--- src/rtl/ebus_arbiter.sv ---
// ebus_arbiter: registered, handshaked ownership arbiter for the shared 36-bit EBUS.
// Ports: clk; resetN (async, active-low); req[NREQ] per-requester request, held for the tenure;
//   reqData[NREQ*36] requester i at [36*i+35:36*i]; grant one-hot registered grant;
//   EBUS[0:35] registered bus value; ebusValid; ebusOwner (valid with ebusValid);
//   timeoutErr one-cycle pulse when the hold watchdog ends a tenure.
// Build option EBUS_ARB_RR_EN: round-robin winner selection; undefined gives fixed priority (index 0 highest).
module ebus_arbiter #(
  parameter int NREQ = 7,
  parameter int MAXHOLD = 16
) (
  input  logic clk,
  input  logic resetN,
  input  logic [NREQ-1:0] req,
  input  logic [NREQ*36-1:0] reqData,
  output logic [NREQ-1:0] grant,
  output logic [0:35] EBUS,
  output logic ebusValid,
  output logic [$clog2(NREQ)-1:0] ebusOwner,
  output logic timeoutErr
);
  localparam int OW = $clog2(NREQ);
  typedef enum logic [1:0] {IDLE, XFER, RECOVER} stateT;
  stateT state, stateNext;
  logic [7:0] holdCnt, holdNext;
  logic [NREQ-1:0] grantNext;
  logic [0:35] ebusNext;
  logic validNext, timeoutNext, hit;
  logic [OW-1:0] ownerNext, win, idx;
  logic [35:0] slot [NREQ];
`ifdef EBUS_ARB_RR_EN
  logic [OW-1:0] lastOwner, lastNext;
`endif
  always_comb
    for (int i = 0; i < NREQ; i++) slot[i] = reqData[36*i +: 36];
  // Winner search walks NREQ slots from the start index, wrapping at NREQ-1.
  always_comb begin
`ifdef EBUS_ARB_RR_EN
    idx = (lastOwner == OW'(NREQ-1)) ? '0 : lastOwner + OW'(1);
`else
    idx = '0;
`endif
    win = '0;
    hit = 1'b0;
    for (int k = 0; k < NREQ; k++) begin
      if (!hit && req[idx]) begin
        win = idx;
        hit = 1'b1;
      end
      idx = (idx == OW'(NREQ-1)) ? '0 : idx + OW'(1);
    end
  end
  always_comb begin
    stateNext = state;
    grantNext = grant;
    ebusNext = EBUS;
    validNext = ebusValid;
    ownerNext = ebusOwner;
    holdNext = holdCnt;
    timeoutNext = 1'b0;
`ifdef EBUS_ARB_RR_EN
    lastNext = lastOwner;
`endif
    case (state)
      IDLE:
        if (hit) begin
          stateNext = XFER;
          grantNext = NREQ'(1) << win;
          ownerNext = win;
          holdNext = '0;
`ifdef EBUS_ARB_RR_EN
          lastNext = win;
`endif
        end
      XFER:
        // A dropped request outranks the watchdog, so no error on a simultaneous release.
        if (!req[ebusOwner] || holdCnt == 8'(MAXHOLD)) begin
          stateNext = RECOVER;
          grantNext = '0;
          ebusNext = '0;
          validNext = 1'b0;
          timeoutNext = req[ebusOwner];
        end else begin
          ebusNext = slot[ebusOwner];
          validNext = 1'b1;
          holdNext = holdCnt + 8'd1;
        end
      default: begin
        stateNext = IDLE;
        grantNext = '0;
        ebusNext = '0;
        validNext = 1'b0;
      end
    endcase
  end
  always_ff @(posedge clk or negedge resetN)
    if (!resetN) begin
      state <= IDLE;
      grant <= '0;
      EBUS <= '0;
      ebusValid <= 1'b0;
      ebusOwner <= '0;
      timeoutErr <= 1'b0;
      holdCnt <= '0;
`ifdef EBUS_ARB_RR_EN
      lastOwner <= OW'(NREQ-1);
`endif
    end else begin
      state <= stateNext;
      grant <= grantNext;
      EBUS <= ebusNext;
      ebusValid <= validNext;
      ebusOwner <= ownerNext;
      timeoutErr <= timeoutNext;
      holdCnt <= holdNext;
`ifdef EBUS_ARB_RR_EN
      lastOwner <= lastNext;
`endif
    end
endmodule

--- config.mk ---
export PLATFORM = sky130hd
export DESIGN_NAME = ebus_arbiter
export DESIGN_NICKNAME = d
export VERILOG_FILES = /design/src/rtl/ebus_arbiter.sv
export SDC_FILE = /design/constraint.sdc
export NUM_CORES = 1
export LEC_CHECK = 0
export ABC_AREA = 1
export BUFFER_PORTS_ARGS = -buffer_cell sky130_fd_sc_hd__buf_4
export CAP_MARGIN = 0
export CORE_UTILIZATION = 35
export CTS_CLUSTER_SIZE = 20
export DETAILED_ROUTE_END_ITERATION = 8
export GPL_TIMING_DRIVEN = 0
export PLACE_DENSITY = 0.7
export SYNTH_ARGS = -nofsm -noshare
export SYNTH_HDL_FRONTEND = slang
export SYNTH_SLANG_ARGS = --single-unit
export TNS_END_PERCENT = 10
--- constraint.sdc ---
create_clock -name clk -period 2.01 [get_ports clk]
set_input_delay 0.201 -clock clk [delete_from_list [all_inputs] [get_ports clk]]
set_output_delay 0.201 -clock clk [all_outputs]
set_load 0.005 [all_outputs]
==> impl_metrics.py <==
metrics = {
    "status": {
        "status": "finished, final reports clean",
    },
    "route": {
        "drc_errors": 0,
        "drtAntennaViolNets": 0,
        "vias_per_cell": 5.05,
        "wirelength_um": 22100,
        "drt_iter0_drc": 456,
        "vias": 6666,
        "wl_per_cell_um": 16.7,
        "drt_pass1_iterations": 5,
    },
    "clock_tree": {
        "insertion_delay_ns": 0.33,
        "htreeDepth": 3,
        "cts_sinks": 58,
        "cts_tree": "done",
        "numCtsBuffers": 9,
        "clk_pin_slew_worst_paths_ns": 0.05,
        "clk_path_buf_depth": 2,
        "cts-root-buf": "clkbuf_16",
        "cts_setup_buffers": 0,
    },
    "setup_path": {
        "cp_max_fo": 10,
        "critPathKind": "reg2reg",
        "worstReg2RegStart": "ebusOwner[0]",
        "critPathLaunchType": "flip-flop",
        "endpoint_kind": "flip-flop",
        "r2r-end": "EBUS[16]",
        "crit_arrival_ns": 2.11,
        "crit_required_ns": 2.26,
        "r2r_slack_ns": 0.15,
        "reg2reg_depth": 9,
    },
    "synth": {
        "async_reset_ff_frac": 1.00,
        "syn_area_per_cell_sq_um": 5.85,
        "seq_area_frac_synth": 0.302,
        "synth.distinct_cells": 30,
        "yosys_warnings": 0,
        "synth_edf_count": 0,
        "ys_ff_latch": 58,
        "synthFlopType": "dfrtp_1",
        "synth_area_sq_um": 4800,
        "synth_nets": 1084,
        "synthesis.instances": 821,
    },
    "finish": {
        "area_growth_pct": 59.4,
        "post-route-util": 0.576,
        "drive_gt1_frac": 0.329,
        "fillers": 1408,
        "fin_nets": 1404,
        "fin_cells": 1321,
        "n_antenna_cell": 0,
    },
    "grt": {
        "grt_max_degree": 59,
        "grtUsageTotal": 0.313,
        "grt_pass1_vias": 6594,
        "grt_overflow": 0,
        "grt_pass1_wl_um": 34100,
        "antenna_found_initial": 0,
    },
    "pwr": {
        "p_total_uw": 8800,
        "powerDensity_nw_per_um2": 1150,
        "leakage_uw": 0.00404,
        "irDropWorstVdd_v": 0.000599,
    },
    "floorplan": {
        "fp-row-count": 42,
        "initial_core_util": 0.361,
        "pin_count": 309,
        "die_area_sq_um": 14200,
        "die_h_um": 119,
        "core-area_sq_um": 13300,
        "die_w_um": 119,
    },
    "sta": {
        "relSlewSlack": 0.488,
        "fmax_ghz": 0.537,
        "min_period_ns": 1.86,
        "hold_viol_final": 0,
        "finClkSkew_ns": 0.00947,
        "fin_crit_sh": 0.926,
        "slew_violations": 0,
        "grt_setup_unrepaired": "no",
        "tns_ns": 0,
        "finalSetupViolCount": 0,
        "worstMarginPinSlew_ns": 0.768,
        "finalHoldWorstSlack_ns": 0.142,
    },
    "min_path": {
        "hold_end": "grant[1]",
        "min_path_cells": 3,
        "min_path_type": "in2reg",
        "hp-start": "req[1]",
    },
    "placement": {
        "gp_congestion": 0.946,
        "io_buffers": 308,
        "dp_hpwl_um": 17200,
        "dp.cells": 1305,
    },
    "job": {
        "max_cap_viol_count": 0,
    },
}
[flip-flops by register name (all words and copies together) (netlist names)]
| name | flops |
|---|---|
| EBUS | 36 |
| ebusOwner | 3 |
| ebusValid | 1 |
| grant | 7 |
| holdCnt | 8 |
| state | 2 |
| timeoutErr | 1 |
[layer usage]
metal,global-route usage,routed length [um]
met4,0.128,561
met3,0.0551,1600
met5,0,0
met2,0.526,10700
met1,0.394,9270
[per-stage QoR]
stage	setup slack (ns)	instance area [sq um]
CTS	0.0230	7640
global route	0.00847	7650
global placement	0.0664	7330
floorplan	0.582	4800
detailed placement	0.0233	7330
finish	0.149	7650
[Yosys cell counts (all sizes together) (2+ instances only)]
library cell    n  area share
a21oi          36       0.038
buf            39       0.046
clkbuf         21       0.016
dfrtp          58        0.30
ha              2      0.0052
inv            25       0.020
nand2         365        0.29
nand3         112        0.12
nand4           3      0.0052
nor2           39       0.031
nor3            4      0.0052
o211ai          4      0.0063
o21ai         107        0.11
[layout by cell type (no fill, tap or decap), types with 7 or more instances in the layout]
cell type  netlist  routed
clkbuf_1        21      15
dfrtp_1         58      58
o21ai_1         21      21
clkbuf_16        0       9
buf_2           29      27
nor2_1          38      38
o21ai_0         86      86
buf_4            4     312
inv_1           23      23
clkbuf_2         0       7
a21oi_1         36      36
nand2_1        362     362
nand3_1        111     111
[worst max-delay path, stage by stage (launching register included)]
cell and delay, ns:
dfrtp_1 0.45, inv_2 0.11, buf_4 0.20, buf_2 0.35, nand2_1 0.14, nand3_1 0.10
nand2_1 0.09, nand2_1 0.06, o21ai_0 0.10, o21ai_0 0.17
[worst max path at each step]
stage / slack, ns / startpoint / end
after detailed placement: 0.02 / ebusOwner[2] / EBUS[5]
after global routing: 0.008 / ebusOwner[1] / EBUS[24]
after global placement: 0.07 / ebusOwner[2] / EBUS[2]
after floorplan: 0.58 / ebusOwner[0] / grant[0]
final: 0.15 / ebusOwner[0] / EBUS[16]
after CTS: 0.02 / ebusOwner[2] / EBUS[5]
[logic make-up after synthesis]
logic type,synth area share
AO/OA/AOI/OAI,0.158
XOR/XNOR,0.00182
adder cells (fa/ha/maj),0.00521
buffers and inverters,0.0826
flip-flops,0.302
AND/OR/NAND/NOR,0.450
[timing repair]
| action | 4_1_cts | 5_1_grt |
|---|---|---|
| endpoints found under the setup margin | 0 | 26 |
| hold buffers | 1 | 0 |
| gates resized for setup | 0 | 15 |
| hold endpoints to repair | 58 | 0 |
[cell type report]
| cell class | count | area (sq um) | area share |
|---|---|---|---|
| multi-input combinational | 677 | 2950 | 0.386 |
| sequential | 58 | 1450 | 0.190 |
| clock inverter | 5 | 55.1 | 0.00719 |
| clock buffer | 10 | 239 | 0.0312 |
| buffer | 60 | 313 | 0.0409 |
| tap | 176 | 220 | 0.0288 |
| timing repair buffer | 309 | 2320 | 0.303 |
| inverter | 26 | 97.6 | 0.0128 |
[power breakdown]
group	switching, uW	leakage [uW]	internal (uW)
Sequential	177	0.000779	1470
Combinational	3580	0.00312	2020
Clock	563	0.000140	981
(Power assumes the default switching activity.)
